**src/rtl/data_mem_ctrl_pkg.sv**
```systemverilog
// data_mem_ctrl_pkg: controller-local state encoding.
package data_mem_ctrl_pkg;
  typedef enum logic [1:0] {IDLE, WRITE, READ_WAIT, READ_DONE} ctrl_state_t;
endpackage

```
**src/rtl/mem_pkg.sv**
```systemverilog
// mem: shared memory-bus width encoding and byte-lane helpers.
package mem;
  typedef enum logic [1:0] {BYTE = 2'd0, WORD = 2'd1, DWORD = 2'd2} mem_width_t;
  function automatic logic [3:0] lane_we(mem_width_t w, logic [1:0] off);
    return w == BYTE ? 4'b0001 << off : w == WORD ? 4'b0011 << {off[1], 1'b0} : 4'b1111;
  endfunction
  function automatic logic [31:0] lane_extract(mem_width_t w, logic [1:0] off, logic [31:0] d);
    return w == BYTE ? {24'b0, d[8*off +: 8]} : w == WORD ? {16'b0, d[16*off[1] +: 16]} : d;
  endfunction
endpackage

```
**src/rtl/mem_bus_if.sv**
```systemverilog
// mem_bus_if: CPU MEM-stage to data-memory handshake bus.
interface mem_bus_if;
  import mem::*;
  logic        dispatch_read;
  logic        dispatch_write;
  logic [31:0] addr;
  mem_width_t  mem_width;
  logic [31:0] write_data;
  logic        busy;
  logic [31:0] read_data;
  modport master(output dispatch_read, dispatch_write, addr, mem_width, write_data, input busy, read_data);
  modport slave(input dispatch_read, dispatch_write, addr, mem_width, write_data, output busy, read_data);
endinterface

```
**src/rtl/mem_lane_steer.sv**
```systemverilog
// mem_lane_steer: byte-lane write enables/replication and zero-extended load extraction.
module mem_lane_steer
  import mem::*;
(
  input  mem_width_t  width,
  input  logic [1:0]  off,
  input  logic [31:0] wd,
  input  logic [31:0] dout,
  output logic [3:0]  we,
  output logic [31:0] din,
  output logic [31:0] rd
);
  assign we  = lane_we(width, off);
  assign din = width == BYTE ? {4{wd[7:0]}} : width == WORD ? {2{wd[15:0]}} : wd;
  assign rd  = lane_extract(width, off, dout);
endmodule

```
**src/rtl/data_mem_ctrl.sv**
```systemverilog
// data_mem_ctrl: memory_bus slave driving a byte-enabled synchronous-read data BRAM.
// Optional misalignment checking is built when DATA_MEM_ALIGN_CHECK_EN is defined.
module data_mem_ctrl
  import mem::*;
  import data_mem_ctrl_pkg::*;
#(
  parameter int          DEPTH_WORDS  = 4096,
  parameter int          READ_LATENCY = 2,
  parameter logic [31:0] BASE_ADDR    = 32'h0
) (
  input  logic                           clk_in,
  input  logic                           rst_n_in,
  mem_bus_if.slave                       mem_bus,
  output logic [$clog2(DEPTH_WORDS)-1:0] bram_addr_out,
  output logic [31:0]                    bram_din_out,
  output logic [3:0]                     bram_we_out,
  input  logic [31:0]                    bram_dout_in,
  output logic                           err_out
);
  localparam int AW = $clog2(DEPTH_WORDS);
  localparam logic [1:0] LAST = 2'(READ_LATENCY - 1);
  ctrl_state_t state, next;
  logic [AW-1:0] a_waddr;
  logic [1:0] a_off, cnt;
  mem_width_t a_width;
  logic [31:0] a_data, rel, rd, din, rdata;
  logic [3:0] we;
  logic start, ok, a_ok, in_win;
  assign rel    = mem_bus.addr - BASE_ADDR;
  assign in_win = rel < 32'(4 * DEPTH_WORDS);
  assign start  = state == IDLE && (mem_bus.dispatch_read || mem_bus.dispatch_write);
`ifdef DATA_MEM_ALIGN_CHECK_EN
  logic mis;
  assign mis = (mem_bus.mem_width == WORD && mem_bus.addr[0]) ||
               (mem_bus.mem_width == DWORD && mem_bus.addr[1:0] != 2'b00);
  assign ok  = in_win && !mis;
  always_ff @(posedge clk_in or negedge rst_n_in)
    if (!rst_n_in) err_out <= 1'b0;
    else           err_out <= start && mis;
`else
  assign ok      = in_win;
  assign err_out = 1'b0;
`endif
  always_ff @(posedge clk_in or negedge rst_n_in)
    if (!rst_n_in) state <= IDLE;
    else           state <= next;
  always_comb begin
    next = state == IDLE      ? (mem_bus.dispatch_write ? WRITE : mem_bus.dispatch_read ? READ_WAIT : IDLE) :
           state == READ_WAIT ? (cnt == LAST ? READ_DONE : READ_WAIT) : IDLE;
  end
  always_ff @(posedge clk_in or negedge rst_n_in)
    if (!rst_n_in) begin
      a_waddr <= '0;
      a_off   <= 2'b00;
      a_width <= BYTE;
      a_data  <= '0;
      a_ok    <= 1'b0;
      cnt     <= 2'b00;
      rdata   <= '0;
    end else begin
      if (start) begin
        a_waddr <= rel[AW+1:2];
        a_off   <= mem_bus.addr[1:0];
        a_width <= mem_bus.mem_width;
        a_data  <= mem_bus.write_data;
        a_ok    <= ok;
        cnt     <= 2'b00;
      end
      if (state == READ_WAIT) cnt <= cnt + 2'd1;
      if (state == READ_DONE) rdata <= a_ok ? rd : 32'h0;
    end
  mem_lane_steer u_steer (
    .width(a_width),
    .off  (a_off),
    .wd   (a_data),
    .dout (bram_dout_in),
    .we   (we),
    .din  (din),
    .rd   (rd)
  );
  // busy must see the dispatch itself: the CPU samples it in the dispatch cycle
  assign mem_bus.busy      = mem_bus.dispatch_read || mem_bus.dispatch_write || state != IDLE;
  assign mem_bus.read_data = rdata;
  assign bram_addr_out     = a_waddr;
  assign bram_din_out      = din;
  assign bram_we_out       = state == WRITE && a_ok ? we : 4'b0000;
endmodule

```
**src/flat_wrapper.sv**
```systemverilog
// flat-port wrapper written by rule: the top's interface ports become plain ports
module data_mem_ctrl_flat import mem::*; import data_mem_ctrl_pkg::*;
#(
  parameter int          DEPTH_WORDS  = 4096,
  parameter int          READ_LATENCY = 2,
  parameter logic [31:0] BASE_ADDR    = 32'h0
)
  (clk_in, rst_n_in, bram_addr_out, bram_din_out, bram_we_out, bram_dout_in, err_out, mem_bus_dispatch_read, mem_bus_dispatch_write, mem_bus_addr, mem_bus_mem_width, mem_bus_write_data, mem_bus_busy, mem_bus_read_data);
  mem_bus_if mem_bus_i ();
  input  logic clk_in;
  input  logic rst_n_in;
  output logic [$clog2(DEPTH_WORDS)-1:0] bram_addr_out;
  output logic [31:0] bram_din_out;
  output logic [3:0] bram_we_out;
  input  logic [31:0] bram_dout_in;
  output logic err_out;
  input wire logic [$bits(mem_bus_i.dispatch_read)-1:0] mem_bus_dispatch_read;
  input wire logic [$bits(mem_bus_i.dispatch_write)-1:0] mem_bus_dispatch_write;
  input wire logic [$bits(mem_bus_i.addr)-1:0] mem_bus_addr;
  input wire logic [$bits(mem_bus_i.mem_width)-1:0] mem_bus_mem_width;
  input wire logic [$bits(mem_bus_i.write_data)-1:0] mem_bus_write_data;
  output wire logic [$bits(mem_bus_i.busy)-1:0] mem_bus_busy;
  output wire logic [$bits(mem_bus_i.read_data)-1:0] mem_bus_read_data;
  assign mem_bus_i.dispatch_read = mem_bus_dispatch_read;
  assign mem_bus_i.dispatch_write = mem_bus_dispatch_write;
  assign mem_bus_i.addr = mem_bus_addr;
  assign mem_bus_i.mem_width = mem_bus_mem_width;
  assign mem_bus_i.write_data = mem_bus_write_data;
  assign mem_bus_busy = mem_bus_i.busy;
  assign mem_bus_read_data = mem_bus_i.read_data;
  data_mem_ctrl #(.DEPTH_WORDS(DEPTH_WORDS), .READ_LATENCY(READ_LATENCY), .BASE_ADDR(BASE_ADDR)) u_core (.clk_in(clk_in), .rst_n_in(rst_n_in), .mem_bus(mem_bus_i), .bram_addr_out(bram_addr_out), .bram_din_out(bram_din_out), .bram_we_out(bram_we_out), .bram_dout_in(bram_dout_in), .err_out(err_out));
endmodule
```
**config.mk**
```make
export PLATFORM = sky130hd
export DESIGN_NAME = data_mem_ctrl_flat
export DESIGN_NICKNAME = d
export VERILOG_FILES = /design/src/rtl/data_mem_ctrl_pkg.sv /design/src/rtl/mem_pkg.sv /design/src/rtl/mem_bus_if.sv /design/src/rtl/mem_lane_steer.sv /design/src/rtl/data_mem_ctrl.sv /design/src/flat_wrapper.sv
export SDC_FILE = /design/constraint.sdc
export NUM_CORES = 1
export LEC_CHECK = 0
export CORE_ASPECT_RATIO = 1.25
export CORE_MARGIN = 2
export CORE_UTILIZATION = 47
export DETAILED_ROUTE_END_ITERATION = 6
export PLACE_DENSITY = 0.88
export SETUP_SLACK_MARGIN = 0.4
export SYNTH_ARGS = -nofsm -noshare
export SYNTH_HDL_FRONTEND = slang
export SYNTH_HIERARCHICAL = 1
export SYNTH_SLANG_ARGS = --single-unit
```
**constraint.sdc**
```tcl
create_clock -name clk_in -period 4.55 [get_ports clk_in]
set_input_delay 0.6825 -clock clk_in [delete_from_list [all_inputs] [get_ports clk_in]]
set_output_delay 0.6825 -clock clk_in [all_outputs]
set_load 0.02 [all_outputs]
```
# == Word level (Yosys, flattened, before mapping) ==
# Index checks and enable logic that the tools add are counted.
# totals
in_bits,102
word_cells,42
out_inout_bits,82
ff_bits,85
# op_classes
muxes,15
n_shift,4
n_addsub,1
n_lt_le_gt_ge,1
n_reduce_logical,8
n_eq_ne,5
# op_table
op,n
$mux 32,5
$lt 32x15->1 const B,1
$shiftx 32x6->16,1
$shiftx 32x6->8,1
$mux 2,6
$mux 4,3
$eq 2x1->1 const B,3
$eq 2x2->1 const B,2
$logic_not 2->1,2
$reduce_bool 2->1,2
$shl 1x2->4 const A,1
$shl 2x2->4 const A,1
$add 2x1->2 const B,1
$logic_and 1x1->1,2
$logic_or 1x1->1,2
$mux 1,1

# == Longest topological paths before layout ==
# logic_depth
depth_word,4
depth_mapped,7

# == Hierarchy ==
# Netlist, hierarchy kept.
# modules_own_cells
mod,seq_area_each_um2,area_each_um2,instances,cells_per_inst
data_mem_ctrl,2127.0,3403.3,1,281
mem_lane_steer,0.0,1104.8,1,133

# == Worst setup path after synthesis ==
# OpenSTA, ideal clock, no wires.
# synth_timing
path_type,flip-flop to output port
startpoint,register u_core.a_width[0]
endpoint,output bram_din_out[24]
t_arrival_ps,1351
path_stages_with_launch,5
required_time_ps,3868
setup_slack_ps,2517
cell_sequence,dfrtp_1 -> buf_2 -> buf_2 -> mux2i_1 -> o21ai_0
# synth_via
elab_chain_cells,3
# synth_rtl
item,line,text
"start, declared",data_mem_ctrl.sv:25,mem_width_t a_width;
"start signal, assigned",data_mem_ctrl.sv:64,a_width <= mem_bus.mem_width;
$eq 2x1->1,mem_lane_steer.sv:14,assign din = width == BYTE ? {4{wd[7:0]}} : width == WORD ? {2{wd[15:0]}} : wd;
$mux 32,mem_lane_steer.sv:14,
$mux 32 (*),mem_lane_steer.sv:14,
"end, declared",flat_wrapper.sv:13,output logic [31:0] bram_din_out;
# Every way passes the cells marked *; elsewhere a longest branch is shown, timed or not.

# == Worst setup path after layout ==
# layout_timing
startpoint,register u_core.a_width[1]
endpoint,output bram_din_out[9]
# layout_via
elab_chain_cells,2
# layout_rtl
item,line
$logic_not 2->1,mem_lane_steer.sv:14
$mux 32,mem_lane_steer.sv:14
# No other way between the ends.

==> results.toml <==
[worst_setup_path]
critPathMaxStageDelay_ns = 0.77
r2r_slack_ns = 2.19
path_delay_family = "flip-flops"
startpoint_type = "flop"
cp_max_fo = 64
crit_path_cell_trace = "nor2_2 -> mux2_2 -> clkdlybuf4s50_1"
cp-end-kind = "output pin"
required_ns = 3.87
path_class = "reg2out"
arrival_ns = 2.73
slowest_stage = "dfrtp_2"
crit_buf_inv = 1

[clocking]
cts_tree = "done"
numCtsBuffers = 9
insertion_delay_ns = 0.34
cts.sinks = 85
cts_resized = 0
clk_pin_slew_ns = 0.06
cts_setup_buffers = 0
ctsLongestPathBuffers = 2
hold_buffers = 0
htree_num_levels = 3
root_buffer = "clkbuf_16"

[synthesis]
syn_avg_cell_area_um2 = 10.9
seq_area_frac_synth = 0.472
syn_inst = 414
synth_area_um2 = 4510
synthMuxAreaShare = 0.225
synth_xor_area_frac = 0
synth_edf_count = 0
async_flop_share = 1.00
synth_top_family_by_area = "multiplexers"
yosysWarnings = 6
synthSimpleGateAreaFrac = 0.120
synth-seq-cells = 85
ys.flop_type = "dfrtp_1"
synthAdderAreaFrac = 0.00278
syn-num-nets = 517
synth_compound_area_frac = 0.123
synth_cell_type_count = 36

[pwr]
irDropWorstVdd_uv = 547
p_total_mw = 4.34
power.density_nw_per_um2 = 661
leakage_nw = 2.66

[global_routing]
grt_first_pass_wirelength_um = 20200
grt_pass1_vias = 3885
grt_max_degree = 86
track_usage = 0.249
overflow = 0
antenna_found_initial = 0

[floorplanning]
core_um2 = 9220
die_width_um = 91.6
die_h_um = 113
start_util = 0.489
pin_count = 184
die_area_um2 = 10400
rows = 39

[sta]
fin_crit_sh = 0.750
setup_ws_ns = 1.14
worst_pin_slew_ns = 1.05
final.setup.tns_ns = 0
clock_skew_ns = 0.00725
hold_viol = 0
final-setup-viol-count = 0
period_needed_ns = 3.41
rsz0062_at_grt = "false"
drv_slew = 0
maxSlewHeadroom = 0.303
fmax_ghz = 0.293

[final_layout]
diodes = 0
fin_area_um2 = 6560
layout_common_cells = "clkdlybuf4s50_1, dfrtp_1, nand2_1, mux2_2, o21ai_0"
drive_gt1_frac = 0.160
area_growth_pct = 45.6
nets = 673
layout_commonest_cell = "clkdlybuf4s50_1"

[routing]
wirelength_um = 12700
ant_nets = 0
drtIter0Drc = 175
drc = 0
first_pass_iters = 4
dr_total_vias = 3697
vias_per_cell = 5.30
wl_per_cell_um = 18.2

[hold_path]
hold_class = "reg2reg"

[place]
place_area_um2 = 6280
port_buffers = 182
dp_hpwl_um = 9060
place_congestion = 0.808
place_ws_ns = 1.51

[flow_run]
maxCapViolCount = 0

[run_status]
status = "finished clean"
tightest hold or removal path: stages, from the launching register on:
cell and delay, ns:
dfrtp_1 0.34, nand2_1 0.04, o21ai_0 0.06
cell type report:
| class | count | area, µm² |
|---|---|---|
| Timing Repair Buffer | 185 | 1850 |
| Multi-Input combinational cell | 285 | 2130 |
| Sequential cell | 85 | 2130 |
| Inverter | 4 | 15.0 |
| Clock buffer | 11 | 233 |
| Clock inverter | 5 | 52.6 |
| Fill cell | 622 | 2660 |
| Tap cell | 123 | 154 |
cells by family after synthesis:
family                     after synthesis
adders and majority gates                1
buffers and inverters                   44
muxes                                   81
and+or+nand+nor                        119
AOI/OAI and AO/OA                       83
DFF                                     85
other                                    1
worst paths after layout:
kind	startpoint	endpoint	depth (start not counted)
max	u_core/a_width[1]	bram_din_out[9]	3
min	u_core/mem_bus.read_data[16]	u_core/mem_bus.read_data[16]	2
max reg2reg	u_core/a_width[1]	u_core/mem_bus.read_data[5]	5
min reg2reg	u_core/mem_bus.read_data[16]	u_core/mem_bus.read_data[16]	2
max in group asynchronous	rst_n_in	u_core/a_width[1]	1
min in group asynchronous	rst_n_in	u_core/bram_addr_out[0]	1
sequential cells by signal, indices dropped and copies added, names as in the netlist:
name                      flops
u_core/mem_bus.read_data     32
u_core/a_ok                   1
u_core/cnt                    2
u_core/bram_addr_out         12
u_core/a_data                32
u_core/a_width                2
u_core/a_off                  2
u_core/state                  2
routing by layer:
layer | track usage | routed length [µm] | vias to the layer above
li1 | - | - | 1762
met1 | 0.298 | 4820 | 1776
met2 | 0.431 | 6570 | 143
met3 | 0.0713 | 1060 | 16
met4 | 0.0859 | 219 | 0
met5 | 0 | 0 | -
through the flow:
| stage | utilization | hold WS (ns) | instances |
|---|---|---|---|
| after global placement | 0.681 | 0.460 | 682 |
| final | 0.712 | 0.478 | 698 |
| after detailed placement | 0.681 | 0.470 | 682 |
| after global routing | 0.712 | 0.523 | 698 |
| after floorplan | - | 0.387 | 414 |
| after CTS | 0.712 | 0.483 | 698 |
power by group:
group          leakage [nW]  switching, mW  internal (mW)
clock network         0.139          0.293          0.423
logic                  1.45           1.05           1.24
registers              1.07          0.322           1.01
total                  2.66           1.66           2.68
cells in the mapped netlist, types with 3 or more instances:
cell type,number,area share
nor2_1,8,0.0067
and2_1,20,0.028
buf_4,10,0.017
mux2_2,57,0.14
mux2_4,7,0.023
dfrtp_1,85,0.47
mux4_2,5,0.025
buf_2,7,0.0078
a22o_1,16,0.031
nand2_1,78,0.065
nor4_1,4,0.0056
inv_1,4,0.0033
mux2i_1,10,0.022
clkbuf_1,16,0.013
o22a_1,14,0.027
a21o_1,3,0.0050
o21ai_0,41,0.046
buf_6,6,0.015
Power figures use the tool's default switching activity.
